## src/rtl/ws2812_matrix_scheduler_if.sv

```systemverilog
// Host write port, clear/refresh control, framebuffer memory port and
// serializer pixel stream of the WS2812 matrix scheduler.
interface ws2812_matrix_scheduler_if;
    logic        host_valid;
    logic        host_ready;
    logic [7:0]  host_row;
    logic [7:0]  host_col;
    logic [23:0] host_rgb;
    logic        host_oob;
    logic        clear_req;
    logic        clear_busy;
    logic        frame_start;
    logic        frame_busy;
    logic [7:0]  mem_row;
    logic [7:0]  mem_col;
    logic        mem_wr;
    logic [23:0] mem_wdata;
    logic [23:0] mem_rdata;
    logic        pix_valid;
    logic        pix_ready;
    logic [23:0] pix_data;
    logic        pix_last;

    modport slave (
        input  host_valid, host_row, host_col, host_rgb, clear_req, frame_start,
               mem_rdata, pix_ready,
        output host_ready, host_oob, clear_busy, frame_busy, mem_row, mem_col,
               mem_wr, mem_wdata, pix_valid, pix_data, pix_last
    );

    modport master (
        output host_valid, host_row, host_col, host_rgb, clear_req, frame_start,
               mem_rdata, pix_ready,
        input  host_ready, host_oob, clear_busy, frame_busy, mem_row, mem_col,
               mem_wr, mem_wdata, pix_valid, pix_data, pix_last
    );
endinterface

```

## src/rtl/ws2812_matrix_scheduler.sv

```systemverilog
// Arbitrates the WS2812 framebuffer between host pixel writes, full-frame
// clears and refresh scans that stream pixels in LED-chain order.
module ws2812_matrix_scheduler #(
    parameter int          WIDTH      = 32,
    parameter int          HEIGHT     = 16,
    parameter int          SERPENTINE = 1,
    parameter logic [23:0] CLEAR_RGB  = 24'hFF0000
) (
    input  logic clk,
    input  logic rst_n,
    ws2812_matrix_scheduler_if.slave bus
);

    localparam logic [7:0] COL_MAX = 8'(WIDTH - 1);
    localparam logic [7:0] ROW_MAX = 8'(HEIGHT - 1);
    localparam logic [8:0] WIDTH9  = 9'(WIDTH);
    localparam logic [8:0] HEIGHT9 = 9'(HEIGHT);

    typedef enum logic [2:0] {
        IDLE,
        HOST_WR,
        HOST_HOLD,
        CLEAR_WR,
        CLEAR_HOLD,
        SCAN_RD,
        SCAN_OUT
    } state_t;

    state_t state;
    logic   clear_pend;
    logic   frame_pend;
    logic   host_acc;
    logic   host_in_range;
    logic   clear_want;
    logic   enter_clear;
    logic   enter_scan;

    function automatic logic row_reversed(input logic [7:0] r);
        return (SERPENTINE != 0) && r[0];
    endfunction

    function automatic logic [7:0] row_first_col(input logic [7:0] r);
        return row_reversed(r) ? COL_MAX : 8'd0;
    endfunction

    function automatic logic [7:0] row_last_col(input logic [7:0] r);
        return row_reversed(r) ? 8'd0 : COL_MAX;
    endfunction

    assign bus.host_ready = (state == IDLE) && !clear_pend && !frame_pend;
    assign host_acc       = bus.host_valid && bus.host_ready;
    assign host_in_range  = ({1'b0, bus.host_row} < HEIGHT9) &&
                            ({1'b0, bus.host_col} < WIDTH9);
    assign clear_want     = bus.clear_req || clear_pend;
    assign enter_clear    = (state == IDLE) && !host_acc && clear_want;
    assign enter_scan     = (state == IDLE) && !host_acc && !clear_want &&
                            (bus.frame_start || frame_pend);

    assign bus.clear_busy = clear_pend || (state == CLEAR_WR) || (state == CLEAR_HOLD);
    assign bus.frame_busy = frame_pend || (state == SCAN_RD) || (state == SCAN_OUT);

    always_ff @(posedge clk or negedge rst_n) begin
        if (!rst_n) begin
            state         <= IDLE;
            clear_pend    <= 1'b0;
            frame_pend    <= 1'b0;
            bus.host_oob  <= 1'b0;
            bus.mem_row   <= 8'd0;
            bus.mem_col   <= 8'd0;
            bus.mem_wr    <= 1'b0;
            bus.mem_wdata <= 24'd0;
            bus.pix_valid <= 1'b0;
            bus.pix_data  <= 24'd0;
            bus.pix_last  <= 1'b0;
        end else begin
            bus.host_oob <= 1'b0;

            // Requests seen while another job owns the memory collapse into one pending flag.
            if (enter_clear)        clear_pend <= 1'b0;
            else if (bus.clear_req) clear_pend <= 1'b1;
            if (enter_scan)           frame_pend <= 1'b0;
            else if (bus.frame_start) frame_pend <= 1'b1;

            case (state)
                IDLE: begin
                    if (host_acc) begin
                        if (host_in_range) begin
                            bus.mem_row   <= bus.host_row;
                            bus.mem_col   <= bus.host_col;
                            bus.mem_wdata <= bus.host_rgb;
                            bus.mem_wr    <= 1'b1;
                            state         <= HOST_WR;
                        end else begin
                            bus.host_oob <= 1'b1;
                        end
                    end else if (enter_clear) begin
                        bus.mem_row   <= 8'd0;
                        bus.mem_col   <= 8'd0;
                        bus.mem_wdata <= CLEAR_RGB;
                        bus.mem_wr    <= 1'b1;
                        state         <= CLEAR_WR;
                    end else if (enter_scan) begin
                        bus.mem_row <= 8'd0;
                        bus.mem_col <= row_first_col(8'd0);
                        state       <= SCAN_RD;
                    end
                end
                HOST_WR: begin
                    bus.mem_wr <= 1'b0;
                    state      <= HOST_HOLD;
                end
                HOST_HOLD: begin
                    state <= IDLE;
                end
                CLEAR_WR: begin
                    bus.mem_wr <= 1'b0;
                    state      <= CLEAR_HOLD;
                end
                CLEAR_HOLD: begin
                    if ((bus.mem_row == ROW_MAX) && (bus.mem_col == COL_MAX)) begin
                        state <= IDLE;
                    end else begin
                        if (bus.mem_col == COL_MAX) begin
                            bus.mem_row <= bus.mem_row + 8'd1;
                            bus.mem_col <= 8'd0;
                        end else begin
                            bus.mem_col <= bus.mem_col + 8'd1;
                        end
                        bus.mem_wr <= 1'b1;
                        state      <= CLEAR_WR;
                    end
                end
                SCAN_RD: begin
                    bus.pix_data  <= bus.mem_rdata;
                    bus.pix_valid <= 1'b1;
                    bus.pix_last  <= (bus.mem_row == ROW_MAX) &&
                                     (bus.mem_col == row_last_col(bus.mem_row));
                    state         <= SCAN_OUT;
                end
                SCAN_OUT: begin
                    if (bus.pix_ready) begin
                        bus.pix_valid <= 1'b0;
                        bus.pix_last  <= 1'b0;
                        if (bus.pix_last) begin
                            state <= IDLE;
                        end else begin
                            // Row ends alternate sides in serpentine wiring.
                            if (bus.mem_col == row_last_col(bus.mem_row)) begin
                                bus.mem_row <= bus.mem_row + 8'd1;
                                bus.mem_col <= row_first_col(bus.mem_row + 8'd1);
                            end else if (row_reversed(bus.mem_row)) begin
                                bus.mem_col <= bus.mem_col - 8'd1;
                            end else begin
                                bus.mem_col <= bus.mem_col + 8'd1;
                            end
                            state <= SCAN_RD;
                        end
                    end
                end
                default: begin
                    state      <= IDLE;
                    bus.mem_wr <= 1'b0;
                end
            endcase
        end
    end

endmodule

```

## src/flat_wrapper.sv

```systemverilog
// flat-port wrapper written by rule: the top's interface ports become plain ports
module ws2812_matrix_scheduler_flat 
#(
    parameter int          WIDTH      = 32,
    parameter int          HEIGHT     = 16,
    parameter int          SERPENTINE = 1,
    parameter logic [23:0] CLEAR_RGB  = 24'hFF0000
)
  (clk, rst_n, bus_host_valid, bus_host_row, bus_host_col, bus_host_rgb, bus_clear_req, bus_frame_start, bus_mem_rdata, bus_pix_ready, bus_host_ready, bus_host_oob, bus_clear_busy, bus_frame_busy, bus_mem_row, bus_mem_col, bus_mem_wr, bus_mem_wdata, bus_pix_valid, bus_pix_data, bus_pix_last);
  ws2812_matrix_scheduler_if bus_i ();
  input  logic clk;
  input  logic rst_n;
  input wire logic [$bits(bus_i.host_valid)-1:0] bus_host_valid;
  input wire logic [$bits(bus_i.host_row)-1:0] bus_host_row;
  input wire logic [$bits(bus_i.host_col)-1:0] bus_host_col;
  input wire logic [$bits(bus_i.host_rgb)-1:0] bus_host_rgb;
  input wire logic [$bits(bus_i.clear_req)-1:0] bus_clear_req;
  input wire logic [$bits(bus_i.frame_start)-1:0] bus_frame_start;
  input wire logic [$bits(bus_i.mem_rdata)-1:0] bus_mem_rdata;
  input wire logic [$bits(bus_i.pix_ready)-1:0] bus_pix_ready;
  output wire logic [$bits(bus_i.host_ready)-1:0] bus_host_ready;
  output wire logic [$bits(bus_i.host_oob)-1:0] bus_host_oob;
  output wire logic [$bits(bus_i.clear_busy)-1:0] bus_clear_busy;
  output wire logic [$bits(bus_i.frame_busy)-1:0] bus_frame_busy;
  output wire logic [$bits(bus_i.mem_row)-1:0] bus_mem_row;
  output wire logic [$bits(bus_i.mem_col)-1:0] bus_mem_col;
  output wire logic [$bits(bus_i.mem_wr)-1:0] bus_mem_wr;
  output wire logic [$bits(bus_i.mem_wdata)-1:0] bus_mem_wdata;
  output wire logic [$bits(bus_i.pix_valid)-1:0] bus_pix_valid;
  output wire logic [$bits(bus_i.pix_data)-1:0] bus_pix_data;
  output wire logic [$bits(bus_i.pix_last)-1:0] bus_pix_last;
  assign bus_i.host_valid = bus_host_valid;
  assign bus_i.host_row = bus_host_row;
  assign bus_i.host_col = bus_host_col;
  assign bus_i.host_rgb = bus_host_rgb;
  assign bus_i.clear_req = bus_clear_req;
  assign bus_i.frame_start = bus_frame_start;
  assign bus_i.mem_rdata = bus_mem_rdata;
  assign bus_i.pix_ready = bus_pix_ready;
  assign bus_host_ready = bus_i.host_ready;
  assign bus_host_oob = bus_i.host_oob;
  assign bus_clear_busy = bus_i.clear_busy;
  assign bus_frame_busy = bus_i.frame_busy;
  assign bus_mem_row = bus_i.mem_row;
  assign bus_mem_col = bus_i.mem_col;
  assign bus_mem_wr = bus_i.mem_wr;
  assign bus_mem_wdata = bus_i.mem_wdata;
  assign bus_pix_valid = bus_i.pix_valid;
  assign bus_pix_data = bus_i.pix_data;
  assign bus_pix_last = bus_i.pix_last;
  ws2812_matrix_scheduler #(.WIDTH(WIDTH), .HEIGHT(HEIGHT), .SERPENTINE(SERPENTINE), .CLEAR_RGB(CLEAR_RGB)) u_core (.clk(clk), .rst_n(rst_n), .bus(bus_i));
endmodule
```

## config.mk

```make
export PLATFORM = sky130hd
export DESIGN_NAME = ws2812_matrix_scheduler_flat
export DESIGN_NICKNAME = d
export VERILOG_FILES = /design/src/rtl/ws2812_matrix_scheduler_if.sv /design/src/rtl/ws2812_matrix_scheduler.sv /design/src/flat_wrapper.sv
export SDC_FILE = /design/constraint.sdc
export NUM_CORES = 1
export LEC_CHECK = 0
export ABC_AREA = 1
export CELL_PAD_IN_SITES_DETAIL_PLACEMENT = 0
export CELL_PAD_IN_SITES_GLOBAL_PLACEMENT = 1
export CORE_MARGIN = 3
export CORE_UTILIZATION = 31
export CTS_CLUSTER_DIAMETER = 120
export DETAILED_ROUTE_END_ITERATION = 12
export GPL_ROUTABILITY_DRIVEN = 0
export PLACE_DENSITY = 0.89
export SLEW_MARGIN = 15
export SYNTH_ARGS = -nofsm -noshare
export SYNTH_HDL_FRONTEND = slang
export SYNTH_SLANG_ARGS = --single-unit
```

## constraint.sdc

```tcl
create_clock -name clk -period 2 [get_ports clk]
set_input_delay 0.2 -clock clk [delete_from_list [all_inputs] [get_ports clk]]
set_output_delay 0.2 -clock clk [all_outputs]
set_load 0.1 [all_outputs]
```

==> summary.md <==
| Metric | Value |
|---|---|
| Status | `completed` |
| Final period utilization | `0.9252` |
| Starting density of the core | `0.3187` |
| Initial antenna violation count | `0` |
| Total wire length | `11,420 um` |
| Synth top area share | `0.4733` |
| Relative slew slack | `0.6111` |
| Unrepaired setup endpoints after global routing | `false` |
| Die X | `117.6 um` |
| Register Area | `0.001843 sq mm` |
| Crit Path Category | `flip-flop to output pin` |
| Dpl cell area | `0.005383 sq mm` |
| DRC errors left | `0` |
| Pin count of the biggest net entering global routing | `42` |
| IO Count | `141` |
| Worst setup EP type | `output pin` |
| Num CTS Buffers | `9` |
| Synth top cells by count | `201 x nand2_1, 79 x nand3_1, 73 x dfrtp_1` |
| Area delta synth->final | `47.68%` |
| Antenna fix cells | `0` |
| Ratio of cells with drive above 1 in the final layout | `0.2314` |
| Synth Net Count | `575` |
| Chip Height | `117.6 um` |
| Syn. warnings | `0` |
| Min Tclk post-route | `1850 ps` |
| Startpoint types | `flip-flop` |
| Routed wire length per instance | `13.85 um` |
| Layout net count | `725` |
| FMAX | `540.4 MHz` |
| Vias in the first global route | `3,901` |
| Site Rows | `40` |
| CTS max path bufs | `2` |
| Worst VDD drop | `1.151 mV` |
| Pwr Density | `1725 mW/mm^2` |
| Min-Delay Path Class | `primary input to asynchronous set/reset pin` |
| Fin. max-slew vios | `0` |
| Gr usage total | `0.1651` |
| Die area | `0.01383 sq mm` |
| Worst EP arrival | `1650 ps` |
| Sequential fraction of the synthesis area | `0.4733` |
| Final instance area | `0.005700 sq mm` |
| CTS tree | `done` |
| Number of flops mapped to enable cells by yosys | `0` |
| Fin. Hold Viols | `0` |
| First-pass GRT wire length | `18,860 um` |
| DRT iter0 DRCs | `259` |
| Setup Skew | `6.607 ps` |
| Vias after detailed routing | `3,887` |
| Seq cells post-synth | `73` |
| Clock sink total | `73` |
| Avg Cell Area, Syn | `7.689 sq um` |
| Leak | `2.866 nW` |
| Max FO, Critical Path | `7` |
| Maxcap violations | `0` |
| Multi-input logic area | `0.001817 sq mm` |
| GRT overflow | `0` |
| IO Port Bufs | `140` |
| Synth area leaders | `dfrtp_1 47%, nand2_1 20%, nand3_1 10%, nor2_1 2.9%, inv_1 2.2%` |
| Clock Pin Slew Worst Setup and Hold Paths | `60 ps` |
| WP data required | `1800 ps` |
| Vias/cell | `4.712` |
| Tightest Pin Transition | `583.3 ps` |
| DR pass1 iterations | `4` |
| Routed Antenna Nets | `0` |
| Post-synthesis cell type count | `32` |
| Core Region | `0.01211 sq mm` |
| Clk root buf | `clkbuf_16` |
| Main synth FF type | `dfrtp_1` |
| Area leader, netlist | `dfrtp_1` |
| Syn Inst Count | `502` |
| Count leader, synth | `nand2_1` |
| Fillers | `1,197` |
| Final setup TNS | `0 ps` |
| Post-synth design cell area | `0.003860 sq mm` |
| Hpwl dp | `8381 um` |
| Setup violations, final | `0` |
| Post-synthesis async set-or-reset flop share | `1.000` |
| Clock latency on the worst-skew pair | `330 ps` |
| H-tree level count | `3` |
| # Post-CTS Setup Buffers | `0` |
logic make-up (layout without fill, tap and decap cells):
kind of cell	after synthesis	count (layout)	share of synthesized area
simple gates	342	342	0.3942
xor+xnor	6	6	0.01362
fa+ha+maj	3	3	0.009726
compound gates	28	28	0.04992
buf+inv	50	205	0.05932
flops	73	73	0.4733
critical path: stages, from the launching register on:
cell,delay (ps)
dfrtp_1,470
nor2_2,160
inv_2,70
nor2_4,190
inv_1,100
nand3_1,130
buf_12,190
through the flow:
stage          hold WS (ps)  setup slack [ps]  power (mW)  instances    util
6_report              399.4             149.6       9.833        825  0.4707
5_1_grt               405.8             27.48       10.35        825  0.4707
4_1_cts               389.8             125.1       9.904        825  0.4702
3_5_place_dp          248.7             13.30       8.216        808  0.4444
3_3_place_gp          236.4             127.1       8.146        808  0.4444
2_1_floorplan        -95.59             14.79       6.771        502       -
cell type report:
| class | count | area share |
|---|---|---|
| clock inverters | 7 | 0.01361 |
| repair buffers | 158 | 0.2471 |
| flip-flops and latches | 73 | 0.3233 |
| well taps | 168 | 0.03687 |
| inverters | 31 | 0.02085 |
| multi-input cells | 379 | 0.3187 |
| clock buffers | 9 | 0.03951 |
path summary, 6_finish.rpt:
check | startpoint | to | slack, ps | cells past startpoint
max in group asynchronous | rst_n | u_core.bus.pix_data[17] | 1010 | 3
worst min-delay path | rst_n | u_core.bus.mem_wdata[20] | 400 | 2
worst min register to register | u_core.bus.pix_valid | u_core.bus.pix_valid | 480 | 2
worst max-delay path | u_core.state[0] | bus_clear_busy | 150 | 6
min in group clk | bus_mem_rdata[8] | u_core.bus.pix_data[8] | 400 | 3
worst max register to register | u_core.bus.mem_row[1] | u_core.bus.mem_row[2] | 190 | 10
flip-flops by register name, summed over array words and instances (netlist names):
name	cells
u_core.frame_pend	1
u_core.bus.mem_wdata	24
u_core.bus.pix_valid	1
u_core.bus.pix_last	1
u_core.bus.mem_wr	1
u_core.bus.mem_row	8
u_core.clear_pend	1
u_core.bus.mem_col	8
u_core.state	3
u_core.bus.host_oob	1
u_core.bus.pix_data	24
repair_timing:
item                                    CTS  global route
resized for setup                         0             1
hold endpoints to repair                 40             0
endpoints found under the setup margin    0            16
hold buffers                              1             0
cells in the final DEF (no fill, tap or decap), types with 2 or more instances in the layout:
cell type,Yosys,routed
nor2_1,30,29
nor2_2,4,5
inv_2,6,6
o21ai_1,2,2
clkbuf_16,0,9
xnor2_1,3,3
dfrtp_2,0,13
xor2_1,3,3
o21ai_0,9,9
nand2_2,7,6
ha_1,3,3
a21oi_1,5,5
clkdlybuf4s50_1,0,68
inv_6,0,3
nand2_4,4,5
buf_12,0,4
nand3_1,79,78
nand2_1,201,201
nand4_1,9,9
dfrtp_1,73,60
inv_1,23,23
nor2_4,5,5
buf_4,2,85
nand3_2,1,2
o22a_1,8,8
power by group:
part	switching [mW]	leakage, nW	internal [mW]
combinational	4.53	1.83	1.42
sequential	0.340	0.893	1.90
clock	0.666	0.147	0.979
routing by layer:
metal / global-route usage / wire [um] / vias up
li1: - / - / 1921
met1: 0.2082 / 5004 / 1813
met2: 0.2724 / 5563 / 134
met3: 0.04325 / 630 / 19
met4: 0.06300 / 226 / 0
met5: 0 / 0 / -
No activity file was read; power rests on OpenSTA's default activity.
